**src/rtl/maze_pkg.sv**
```systemverilog
// Shared types and default timing for the maze solver front end.
// Directions, repeat FSM states and the one-hot helper used by the command queue.
package maze_pkg;

  typedef enum logic [1:0] {
    DIR_UP    = 2'd0,
    DIR_DOWN  = 2'd1,
    DIR_LEFT  = 2'd2,
    DIR_RIGHT = 2'd3
  } dir_t;

  typedef enum logic [1:0] {
    IDLE   = 2'd0,
    DELAY  = 2'd1,
    REPEAT = 2'd2
  } rpt_state_t;

  localparam int DELAY_CYCLES  = 12_000_000;
  localparam int PERIOD_CYCLES = 3_000_000;

  function automatic logic [3:0] dir_onehot(input dir_t d);
    return 4'b0001 << d;
  endfunction

endpackage

```
**src/rtl/cmd_fifo.sv**
```systemverilog
// Synchronous first-word fall-through FIFO; the head entry is visible on dout
// whenever empty is low. Push alongside pop is accepted even when full.
module cmd_fifo #(
  parameter int WIDTH = 2,
  parameter int DEPTH = 4
) (
  input  logic                     clk,
  input  logic                     reset,
  input  logic                     push,
  input  logic [WIDTH-1:0]         din,
  input  logic                     pop,
  output logic [WIDTH-1:0]         dout,
  output logic                     empty,
  output logic                     full,
  output logic [$clog2(DEPTH):0]   level
);

  localparam int AW = $clog2(DEPTH);

  logic [WIDTH-1:0] mem_reg [DEPTH];
  logic [AW-1:0]    wr_ptr_reg;
  logic [AW-1:0]    rd_ptr_reg;
  logic [AW:0]      count_reg;
  logic             do_push;
  logic             do_pop;

  assign empty   = (count_reg == '0);
  assign full    = (count_reg == (AW+1)'(DEPTH));
  assign level   = count_reg;
  assign do_pop  = pop & ~empty;
  // A full FIFO still takes a push when the head leaves in the same cycle.
  assign do_push = push & (~full | do_pop);
  assign dout    = empty ? '0 : mem_reg[rd_ptr_reg];

  always_ff @(posedge clk) begin
    if (reset) begin
      wr_ptr_reg <= '0;
      rd_ptr_reg <= '0;
      count_reg  <= '0;
    end else begin
      if (do_push) wr_ptr_reg <= wr_ptr_reg + 1'b1;
      if (do_pop)  rd_ptr_reg <= rd_ptr_reg + 1'b1;
      case ({do_push, do_pop})
        2'b10:   count_reg <= count_reg + 1'b1;
        2'b01:   count_reg <= count_reg - 1'b1;
        default: count_reg <= count_reg;
      endcase
    end
  end

  always_ff @(posedge clk) begin
    if (do_push) mem_reg[wr_ptr_reg] <= din;
  end

endmodule

```
**src/rtl/move_cmd_queue.sv**
```systemverilog
// Converts debounced button levels into move commands: one per fresh press,
// auto-repeat while a single button is held, buffered for the maze-walk FSM.
module move_cmd_queue #(
  parameter int CNT_W         = 24,
  parameter int DELAY_CYCLES  = maze_pkg::DELAY_CYCLES,
  parameter int PERIOD_CYCLES = maze_pkg::PERIOD_CYCLES,
  parameter int DEPTH         = 4
) (
  input  logic                     clk,
  input  logic                     reset,
  input  logic [3:0]               btn,
  output logic                     cmd_valid,
  output logic [1:0]               cmd_dir,
  input  logic                     cmd_ready,
  output logic                     overflow,
  output logic [$clog2(DEPTH):0]   level
);

  import maze_pkg::*;

  logic [3:0]       btn_q_reg;
  logic [3:0]       rise;
  logic             btn_one_hot;
  dir_t             ev_dir;
  rpt_state_t       state_reg, state_next;
  logic [CNT_W-1:0] timer_reg, timer_next;
  dir_t             hold_dir_reg, hold_dir_next;
  logic             push;
  dir_t             push_dir;
  logic             pop;
  logic             fifo_empty;
  logic             fifo_full;
  logic             overflow_reg;
  logic [1:0]       fifo_dout;

  assign rise        = btn & ~btn_q_reg;
  assign btn_one_hot = (btn != 4'd0) && ((btn & (btn - 4'd1)) == 4'd0);

  // Lowest set index wins; other simultaneous edges are discarded.
  always_comb begin
    ev_dir = DIR_UP;
    for (int i = 3; i >= 0; i--) begin
      if (rise[i]) ev_dir = dir_t'(i[1:0]);
    end
  end

  always_ff @(posedge clk) begin
    if (reset) begin
      btn_q_reg    <= 4'd0;
      state_reg    <= IDLE;
      timer_reg    <= '0;
      hold_dir_reg <= DIR_UP;
      overflow_reg <= 1'b0;
    end else begin
      btn_q_reg    <= btn;
      state_reg    <= state_next;
      timer_reg    <= timer_next;
      hold_dir_reg <= hold_dir_next;
      overflow_reg <= push & fifo_full & ~pop;
    end
  end

  // A rising edge always pre-empts release and timer expiry in the same cycle.
  always_comb begin
    state_next    = state_reg;
    timer_next    = timer_reg;
    hold_dir_next = hold_dir_reg;
    push          = 1'b0;
    push_dir      = ev_dir;
    if (rise != 4'd0) begin
      push       = 1'b1;
      timer_next = '0;
      if (btn_one_hot) begin
        state_next    = DELAY;
        hold_dir_next = ev_dir;
      end else begin
        state_next = IDLE;
      end
    end else begin
      case (state_reg)
        DELAY, REPEAT: begin
          if (btn != dir_onehot(hold_dir_reg)) begin
            state_next = IDLE;
            timer_next = '0;
          end else if ((state_reg == DELAY  && timer_reg == CNT_W'(DELAY_CYCLES - 1)) ||
                       (state_reg == REPEAT && timer_reg == CNT_W'(PERIOD_CYCLES - 1))) begin
            push       = 1'b1;
            push_dir   = hold_dir_reg;
            state_next = REPEAT;
            timer_next = '0;
          end else begin
            timer_next = timer_reg + 1'b1;
          end
        end
        default: begin
          state_next = IDLE;
        end
      endcase
    end
  end

  assign pop = cmd_valid & cmd_ready;

  cmd_fifo #(
    .WIDTH (2),
    .DEPTH (DEPTH)
  ) u_fifo (
    .clk   (clk),
    .reset (reset),
    .push  (push),
    .din   (push_dir),
    .pop   (pop),
    .dout  (fifo_dout),
    .empty (fifo_empty),
    .full  (fifo_full),
    .level (level)
  );

  assign cmd_valid = ~fifo_empty;
  assign cmd_dir   = fifo_dout;
  assign overflow  = overflow_reg;

endmodule

```
**config.mk**
```make
export PLATFORM = sky130hd
export DESIGN_NAME = move_cmd_queue
export DESIGN_NICKNAME = d
export VERILOG_FILES = /design/src/rtl/maze_pkg.sv /design/src/rtl/cmd_fifo.sv /design/src/rtl/move_cmd_queue.sv
export SDC_FILE = /design/constraint.sdc
export NUM_CORES = 1
export LEC_CHECK = 0
export ABC_AREA = 1
export BUFFER_PORTS_ARGS = -buffer_cell sky130_fd_sc_hd__buf_2
export CORE_UTILIZATION = 50
export DETAILED_ROUTE_END_ITERATION = 12
export MAX_ROUTING_LAYER = met4
export PLACE_DENSITY_LB_ADDON = 0.25
export SYNTH_ARGS = -nofsm -noshare
export SYNTH_HDL_FRONTEND = slang
export SYNTH_SLANG_ARGS = --single-unit
```
**constraint.sdc**
```tcl
create_clock -name clk -period 2.2 [get_ports clk]
set_input_delay 0.44 -clock clk [delete_from_list [all_inputs] [get_ports clk]]
set_output_delay 0.44 -clock clk [all_outputs]
set_load 0.02 [all_outputs]
```
# ---- Yosys cells after proc, flatten, opt, wreduce, memory -nomap -nowiden
# Memories as Yosys holds them, arrays and structs flattened. A register that Yosys moved wholly into a read port is not among the register bits.
# Cells that the tools add are included.
dict set report classes {
  add_sub_neg 6
  eq_ne 9
  n_shift 1
  n_reduce_logical 12
  n_mux 25
  n_bitwise 12
}
# cell count
set op_table {}
lappend op_table {{$mux 24} 2}
lappend op_table {{$mux 2} 15}
lappend op_table {{$add 24x1->24 const B} 1}
lappend op_table {{$eq 24x22->1 const B} 1}
lappend op_table {{$eq 24x24->1 const B} 1}
lappend op_table {{$and 4x4->4} 2}
lappend op_table {{$reduce_bool 4->1} 2}
lappend op_table {{$mux 1} 7}
lappend op_table {{$pmux 3 s2} 1}
lappend op_table {{$and 1x1->1} 5}
lappend op_table {{$add 2x1->2 const B} 2}
lappend op_table {{$eq 2x1->1 const B} 2}
lappend op_table {{$eq 2x2->1 const B} 2}
lappend op_table {{$logic_not 4->1} 1}
lappend op_table {{$ne 4x4->1} 1}
lappend op_table {{$ne 4x4->1 const B} 1}
lappend op_table {{$not 4->4} 1}
lappend op_table {{$reduce_or 2->1} 2}
lappend op_table {{$shl 1x2->4 const A} 1}
lappend op_table {{$sub 4x1->4 const B} 1}
lappend op_table {{$add 3x1->3 const B} 1}
lappend op_table {{$eq 3x3->1 const B} 1}
lappend op_table {{$logic_and 1x1->1} 3}
lappend op_table {{$logic_not 3->1} 1}
lappend op_table {{other kinds (6)} 8}
dict set report totals {
  out_inout_bits 7
  regBits 40
  memories 1
  mem_bits_rw 8
}
# memory depth width read_ports rd_ports_with_merged_regs write_ports line_no
set mem_list {}
lappend mem_list {u_fifo.mem_reg 4 2 1 1 1 cmd_fifo.sv:20} ;# logic [WIDTH-1:0] mem_reg [DEPTH];

# ---- Longest topological paths before layout
# Gate-level depths: netlist (run 1).
dict set report depth {
  word_depth 10
  ltp_mapped 19
}

# ---- Cells and area by module
# A second synthesis (run 1) with hierarchy kept.
dict set report hier_totals {
  hier_cells 438
  area_unflattened_um2 3030.4
}
# module cells_per_inst area_per_inst_um2 n_inst
set modules_own_cells {}
lappend modules_own_cells {move_cmd_queue 348 2202.1 1}
lappend modules_own_cells {cmd_fifo 90 828.3 1}

# ---- Worst setup path after synthesis (run 1)
# OpenSTA, ideal clock, no wires.
dict set report synth_path {
  path_type {reg-to-reg}
  start {register state_reg[0]}
  end {register u_fifo.count_reg[2] (netlist: u_fifo.level[2])}
  arrival_time_ns 2.140
  required_ns 2.085
  setup_slack_ns -0.055
  stages_incl_launch_ff 16
  cell_sequence {dfxtp_1 -> inv_1 -> ha_1 -> inv_1 -> nand3_1 -> nor2_4 -> nand2_4 -> nand2_4 -> nand2_4 -> nand2_4 -> inv_1 -> fa_1 -> inv_1 -> nand4_1 -> a21oi_1 -> nor2_1}
}
dict set report synth_via {
  elab_chain_cells 10
  elab_cells_between_ends 15
}
# element line_no
set synth_lines {}
lappend synth_lines {{from (decl)} move_cmd_queue.sv:25} ;# rpt_state_t state_reg, state_next;
lappend synth_lines {{from (signal assigned)} move_cmd_queue.sv:56} ;# state_reg <= state_next;
lappend synth_lines {{$eq 2x1->1 or $eq 2x2->1 (tied branches)} {move_cmd_queue.sv:80, move_cmd_queue.sv:85, move_cmd_queue.sv:86}}
lappend synth_lines {{$logic_and 1x1->1, on equally long branches} {move_cmd_queue.sv:85, move_cmd_queue.sv:86}}
lappend synth_lines {{$logic_or 1x1->1} move_cmd_queue.sv:85} ;# end else if ((state_reg == DELAY && timer_reg == CNT_W'(DELAY_CYCLES - 1)) ||
lappend synth_lines {{$mux 1} move_cmd_queue.sv:85}
lappend synth_lines {{$mux 1} move_cmd_queue.sv:82} ;# if (btn != dir_onehot(hold_dir_reg)) begin
lappend synth_lines {{$mux 1 (*)} move_cmd_queue.sv:80} ;# case (state_reg)
lappend synth_lines {{$mux 1 (*)} move_cmd_queue.sv:70} ;# if (rise != 4'd0) begin
lappend synth_lines {{$and 1x1->1 (*)} cmd_fifo.sv:32} ;# assign do_push = push & (~full | do_pop);
lappend synth_lines {{$eq 2x1->1 or $eq 2x2->1 (tied branches)} cmd_fifo.sv:43} ;# case ({do_push, do_pop})
lappend synth_lines {{$pmux 3 s2 or $reduce_bool 2->1 (tied branches)} -}
lappend synth_lines {{to (signal assigned)} cmd_fifo.sv:44} ;# 2'b10: count_reg <= count_reg + 1'b1;
lappend synth_lines {{to (signal assigned)} cmd_fifo.sv:45} ;# 2'b01: count_reg <= count_reg - 1'b1;
lappend synth_lines {{to (signal assigned)} cmd_fifo.sv:46} ;# default: count_reg <= count_reg;
lappend synth_lines {{to (decl)} cmd_fifo.sv:23} ;# logic [AW:0] count_reg;
# Every way passes the cells marked *; elsewhere a longest branch is shown, timed or not.
# A chain may end at the register's enable or synchronous reset.

# ---- Worst setup path after layout (run 1)
dict set report layout_path {
  start {register timer_reg[0]}
  end {register u_fifo.count_reg[2] (netlist: u_fifo.level[2])}
}
dict set report layout_via {
  elab_chain_cells 10
  elab_cells_between_ends 14
}
# element line_no
set layout_lines {}
lappend layout_lines {{from (decl)} move_cmd_queue.sv:26} ;# logic [CNT_W-1:0] timer_reg, timer_next;
lappend layout_lines {{from (signal assigned)} move_cmd_queue.sv:57} ;# timer_reg <= timer_next;
lappend layout_lines {{$eq 24x24->1 or $eq 24x22->1 (tied branches)} {move_cmd_queue.sv:85, move_cmd_queue.sv:86}}
lappend layout_lines {{$logic_and 1x1->1, on equally long branches} {move_cmd_queue.sv:85, move_cmd_queue.sv:86}}
lappend layout_lines {{$logic_or 1x1->1 (*)} move_cmd_queue.sv:85}
lappend layout_lines {{$mux 1 (*)} move_cmd_queue.sv:85}
lappend layout_lines {{$mux 1 (*)} move_cmd_queue.sv:82}
lappend layout_lines {{$mux 1 (*)} move_cmd_queue.sv:80}
lappend layout_lines {{$mux 1 (*)} move_cmd_queue.sv:70}
lappend layout_lines {{$and 1x1->1 (*)} cmd_fifo.sv:32}
lappend layout_lines {{$eq 2x1->1 or $eq 2x2->1 (tied branches)} cmd_fifo.sv:43}
lappend layout_lines {{$pmux 3 s2 or $reduce_bool 2->1 (tied branches)} -}
# Marked as above.

==> qor.csv, run 1 <==
stage;metric;value;unit
synth;syn_nets;409;
synth;yosys-top-cells-count;nand2_1 (80), nor2_1 (52), inv_1 (51);
run_status;status;complete, no violations;
synth;postSynthCellCount;394;
synth;synth-edff-count;8;
drt;ant_nets;0;
synth;yosys_most_used_dff;dfxtp_1;
synth;synth-seq-area-share;38.1;%
drt;wl;6280;um
floorplan;die_h;77.4;um
final_layout;largest_reg_flops;24;
critical_path;crit_start;timer_reg[0];
drt;drtIter0Drc;219;
synth;synth_adder_area_share;3.79;%
synth;ys_top_cells_by_area;dfxtp_1 (30%), nand2_1 (11%), edfxtp_1 (8.5%);
floorplan;coreArea;5470;um2
drt;avgViaCountPerCell;5.13;
drt;firstDrtPassIters;5;
final_layout;nets;445;
critical_path;r2r_cells;17;
grt;first_global_vias;2378;
sta;final.setup_skew;0.00545;ns
cts;htree_levels;2;
critical_path;worstSetupStartpointType;flop;
final_layout;antenna_cells;0;
worst_hold_path;hold_depth;3;
critical_path;cp_data_arrival_time;2.39;ns
grt;gr-total-overflow;0;
power;leakage;1.31;nW
final_layout;area_growth;17.1;%
placement;dp_hpwl;4490;um
synth;synth_warnings;0;
synth;async_reset_ff_share;0;%
synth;synthDistinctLibCells;39;
critical_path;regToRegStartpoint;timer_reg[0];
cts;clk_pin_slew_worst_paths;0.10;ns
cts;cts_tree;done;
floorplan;ios;14;
worst_hold_path;hold_path.startpoint;btn[0];
flow_run;max_cap_viol_count;0;
synth;synth-simple-area-share;32.7;%
sta;timing.final.crit_share;98.6;%
grt;grt_first_pass_wirelength;10600;um
cts;cts_sinks;50;
floorplan;rows;27;
synth;synthMuxAreaShare;0;%
sta;max_freq;461;MHz
cts;insertion_delay;0.32;ns
worst_hold_path;hp-class;input pin to flop;
placement;io_buffers;13;
placement;gp_congestion;0.909;
cts;hold_buffers;0;
sta;relSlewSlack;70.8;%
final_layout;fin_cells;503;
sta;rsz0062_at_grt;yes;
critical_path;path_class;flop to flop;
power;total_power;0.00211;W
grt;antenna_found_initial;0;
cts;numCtsBuffers;5;
drt;avgRoutedWirePerCell;12.5;um
floorplan;dieArea;5980;um2
synth;syn_area;2840;um2
drt;post-route-drc-count;0;
synth;synth_compound_area_share;12.8;%
placement;dp_cells;489;
grt;grt_use_total;22.6;%
synth;yosysMostFrequentCell;nand2_1;
final_layout;register_area;1090;um2
power;power_density;635;nW/um2
floorplan;die_x;77.4;um
synth;synth_top_area_share;29.6;%
critical_path;crit_required;2.42;ns
synth;avgSynthCellArea;7.21;um2
sta;drv_slew;0;
floorplan;start_util;51.9;%
critical_path;cp-end-kind;flop;
cts;root_buffer;clkbuf_8;
cts;clockBufferDepth;2;
final_layout;fillers;503;
grt;grt_max_degree;24;
final_layout;multi_input_area;1560;um2
sta;worstMarginPinSlew;0.432;ns
synth;synth_seq_cells;50;
synth;synth_top_family_by_area;simple AND/OR/NAND/NOR gates;
sta;final-setup-viol-count;0;
drt;vias;2582;
synth;yosysTopAreaCell;dfxtp_1;
sta;period_needed;2.17;ns
sta;final-hold-violation-count;0;
sta;tns;0;ns
final_layout;drive_gt1_share;23.7;%
synth;synth-xor-area-share;3.39;%
critical_path;critical_path.max_fanout;4;
power;peakVddDrop;429;uV
worst max-delay path, stage by stage, from the launching register on:
cell and delay, ns:
dfxtp_4 0.39, ha_4 0.15, nand2_4 0.06, nor2_4 0.16, inv_2 0.07, nor2_2 0.10
nand2_2 0.07, nand2_4 0.07, nand2_4 0.05, nand2_4 0.07, nand2_4 0.05, nand2_4 0.07
inv_2 0.04, fa_2 0.35, inv_1 0.06, nand4_1 0.10, a21oi_1 0.17, nor2_1 0.05
power breakdown:
part | internal, W | total (W) | switching, W
sequential | 0.000999 | 0.00105 | 0.0000485
combinational | 0.000173 | 0.000473 | 0.000300
clock | 0.000239 | 0.000592 | 0.000354
area by class of cell:
type                       instances  area share [%]
multi-input combinational        276            46.9
sequential                        50            32.9
timing repair buffer              37            7.75
inverter                          60            6.77
tap                               72            2.71
clock buffer                       5            2.07
clock inverter                     3           0.866
logic make-up after synthesis:
kind of cell	after synthesis
xor+xnor	11
compound gates	65
flops	50
simple gates	192
buf+inv	68
fa+ha+maj	8
per-stage QoR:
step	utilization, %	cell area, um2	hold WS (ns)	worst slack [ns]
after floorplan	-	2850	0.437	0.0154
after global placement	56.8	3110	0.455	0.0448
after detailed placement	56.8	3110	0.474	-0.0225
after CTS	58.6	3210	0.395	0.000365
after global routing	60.7	3320	0.413	-0.111
final	60.7	3320	0.391	0.0317
placed cells by master, fill, tap and decap left out, types with 2 or more instances in the layout:
cell type,n
nor3_2,2
nor2_4,7
nand2_2,8
o21a_1,3
buf_4,23
edfxtp_1,8
buf_2,13
nand2_1,78
nand4_1,5
ha_1,4
a211oi_1,3
nor3_1,4
dfxtp_2,5
or2_2,3
inv_1,47
o22ai_1,3
inv_2,12
clkbuf_8,5
nand3_1,19
a21oi_1,34
nand2_4,7
xor2_1,10
nor2_1,50
o21ai_0,12
ha_4,3
nand3_2,2
dfxtp_1,35
dfxtp_4,2
o21ai_1,4
nor2_2,4
layer usage:
metal  vias up  track usage [%]  share of wire (%)
li1       1334                -                  -
met1      1187             28.6                 47
met2        54             36.9                 48
met3         7             4.12                4.1
met4         0             6.60                1.2
met5         -                -                  0
final timing paths:
path	endpoint	slack, ns
max	u_fifo.level[2]	0.03
min	btn_q_reg[0]	0.39
max reg2reg	u_fifo.level[2]	0.03
min reg2reg	flop	0.49
repair_timing:
item | in CTS | in global routing
pin swaps | 1 | 15
endpoints found under the setup margin | 1 | 7
resized for setup | 1 | 22
setup buffers | 0 | 6
Note: power is estimated with default switching activity, not from simulation.
==> run 2, diff against run 1 <==
Clock period 2.2 ns to 2.6 ns, I/O delays scaled along.
==> run 2 against run 1 <==
Sequential power shrank 15%. Global-route usage is 1.7 points lower. Clock-buffer cell count unchanged. Setup slack better by 0.20 ns. Largest power group unchanged. Clock skew is 0.0074 ns higher. Largest cell class unchanged. Register-to-register slack better by 0.20 ns. Critical path depth is the same. Clock power shrank 6.1%. Wire length is 11% lower. Die area unchanged. Highest routed layer unchanged.
==> qor.csv, run 2 (synthesis results as in run 1) <==
stage;metric;value;unit;change
run_status;status;complete, no violations;;
power;leakage;1.20;nW;-8.1%
placement;gp_congestion;0.925;;+1.7%
critical_path;cp_slowest_stage_delay;0.38;ns;about the same
power;peakVddDrop;301;uV;-30%
final_layout;fin_cells;484;;-3.8%
worst_hold_path;hold_path.startpoint;btn[3];;
critical_path;cp.buffers_inverters;3;;unchanged
grt;gr-total-overflow;0;;unchanged
cts;clk_pin_slew_worst_paths;0.10;ns;about the same
final_layout;mostFrequentLayoutCell;nand2_1;;
sta;timing.final.crit_share;91.3;%;-7.3 points
sta;final-setup-viol-count;0;;unchanged
critical_path;critPathSlowestCell;fa_1;;
critical_path;r2r_cells;17;;unchanged
final_layout;nets;426;;-4.3%
worst_hold_path;hp-class;input pin to flop;;
critical_path;worstSetupStartpointType;flop;;
drt;firstDrtPassIters;4;;-1
drt;met3_length;191;um;-25%
final_layout;area_growth;9.39;%;
floorplan;rows;27;;unchanged
sta;period_needed;2.37;ns;+0.205 ns
grt;grt_use_total;20.9;%;-1.7 points
drt;top_layer_used;met4;;
sta;final.setup_skew;0.0129;ns;+0.00741 ns
sta;relSlewSlack;72.8;%;+2.0 points
floorplan;die_h;77.4;um;unchanged
drt;ant_nets;0;;unchanged
placement;dp_hpwl;4060;um;-9.5%
sta;max_freq;421;MHz;-8.6%
cts;cts_tree;done;;
sta;worstMarginPinSlew;0.407;ns;-0.0253 ns
grt;antenna_found_initial;0;;unchanged
power;power_density;585;nW/um2;-7.9%
sta;final-hold-violation-count;0;;unchanged
critical_path;rrSetupSlack;0.23;ns;+0.20 ns
sta;drv_slew;0;;unchanged
worst_hold_path;holdPathEnd;btn_q_reg[3];;
final_layout;antenna_cells;0;;unchanged
critical_path;critical_path.max_fanout;9;;+5
sta;tns;0;ns;unchanged
drt;avgViaCountPerCell;5.04;;-1.7%
drt;post-route-drc-count;0;;unchanged
drt;wl_met2;2550;um;-15%
cts;clockBufferDepth;2;;unchanged
final_layout;drive_gt1_share;15.3;%;-8.4 points
cts;root_buffer;clkbuf_8;;
grt;grt_first_pass_wirelength;9700;um;-8.1%
floorplan;coreArea;5470;um2;unchanged
drt;met1_length;2760;um;-6.9%
sta;rsz0062_at_grt;no;;
drt;vias;2441;;-5.5%
cts;insertion_delay;0.31;ns;about the same
critical_path;critPathTopFamily;simple AND/OR/NAND/NOR gates;;
worst_hold_path;hold_depth;3;;unchanged
critical_path;path_class;flop to flop;;
final_layout;final_core_util;56.7;%;-4.0 points
critical_path;cpMostUsedCell;nand2_4;;
grt;first_global_vias;2212;;-7.0%
drt;drtIter0Drc;128;;-42%
critical_path;path_cells;ha_1 -> nand2_2 -> nor2_4 -> inv_2 -> nor2_1 -> nand2_1 -> nand2_4 -> nand2_4 -> nand2_4 -> nand2_4 -> nand2_4 -> inv_1 -> fa_1 -> inv_1 -> nand4_1 -> a21oi_1 -> nor2_1;;
floorplan;die_x;77.4;um;unchanged
placement;dp_cells;475;;-2.9%
floorplan;ios;14;;unchanged
sta;hold_slack;0.453;ns;+0.0623 ns
flow_run;max_cap_viol_count;0;;unchanged
critical_path;cp_data_arrival_time;2.59;ns;+0.20 ns
cts;cts_sinks;50;;unchanged
placement;io_buffers;13;;unchanged
final_layout;mostFrequentLayoutCells;nand2_1 (80), nor2_1 (52), inv_1 (51);;
final_layout;largest_reg_flops;24;;unchanged
critical_path;r2r-end;u_fifo.level[2];;
critical_path;cp-end-kind;flop;;
drt;avgRoutedWirePerCell;11.5;um;-7.8%
critical_path;crit_required;2.81;ns;+0.39 ns
cts;htree_levels;2;;unchanged
floorplan;start_util;51.9;%;unchanged
cts;numCtsBuffers;5;;unchanged
floorplan;dieArea;5980;um2;unchanged
grt;grt_max_degree;24;;unchanged
critical_path;regToRegStartpoint;timer_reg[1];;
drt;wl;5570;um;-11%
==> run 2: worst max path at each step <==
stage / startpoint / end / cells past startpoint
after floorplan: state_reg[0] / u_fifo.level[2] / 15
after global placement: btn[0] / u_fifo.level[2] / 16
after detailed placement: btn[3] / u_fifo.level[2] / 16
after CTS: timer_reg[0] / u_fifo.level[2] / 17
after global routing: state_reg[0] / u_fifo.level[2] / 16
final: timer_reg[1] / u_fifo.level[2] / 17
==> run 2: through the flow <==
step | power, W | worst slack, ns | area, um2
after floorplan | 0.00117 | 0.345 | 2840
after global placement | 0.00127 | 0.207 | 2990
after detailed placement | 0.00128 | 0.115 | 2990
after CTS | 0.00183 | 0.139 | 3100
after global routing | 0.00192 | 0.00477 | 3110
final | 0.00182 | 0.227 | 3110
==> run 2: final cells by class <==
class	instances	area, um2
Sequential cell	50	1080
Inverter	60	225
Multi-Input combinational cell	276	1490
Tap cell	72	90.1
Fill cell	526	2370
Timing Repair Buffer	18	103
Clock inverter	3	42.5
Clock buffer	5	68.8
==> run 2: layer usage <==
metal / global-route usage, % / up-vias
met4: 8.30 / 0
li1: - / 1293
met3: 3.18 / 5
met1: 27.3 / 1101
met2: 32.7 / 42
met5: - / -
==> run 2: worst reg2reg max path: cells and delay by family, from the launching register on <==
family	cells	cell delay, ns
AND/OR/NAND/NOR	11	0.99
AO/OA/AOI/OAI	1	0.16
buffers and inverters	3	0.18
adder cells (fa/ha/maj)	2	0.56
flip-flops	1	0.37
==> run 2: repair_timing <==
| action | in CTS | in global routing |
|---|---|---|
| hold buffers | 0 | 0 |
| setup buffers | 0 | 1 |
| gates resized for setup | 0 | 1 |
| endpoints found under the setup margin | 0 | 1 |
==> run 2: power by group <==
group / switching, W / internal (W)
Combinational: 0.000245 / 0.000128
Sequential: 0.0000415 / 0.000847
Clock: 0.000268 / 0.000287
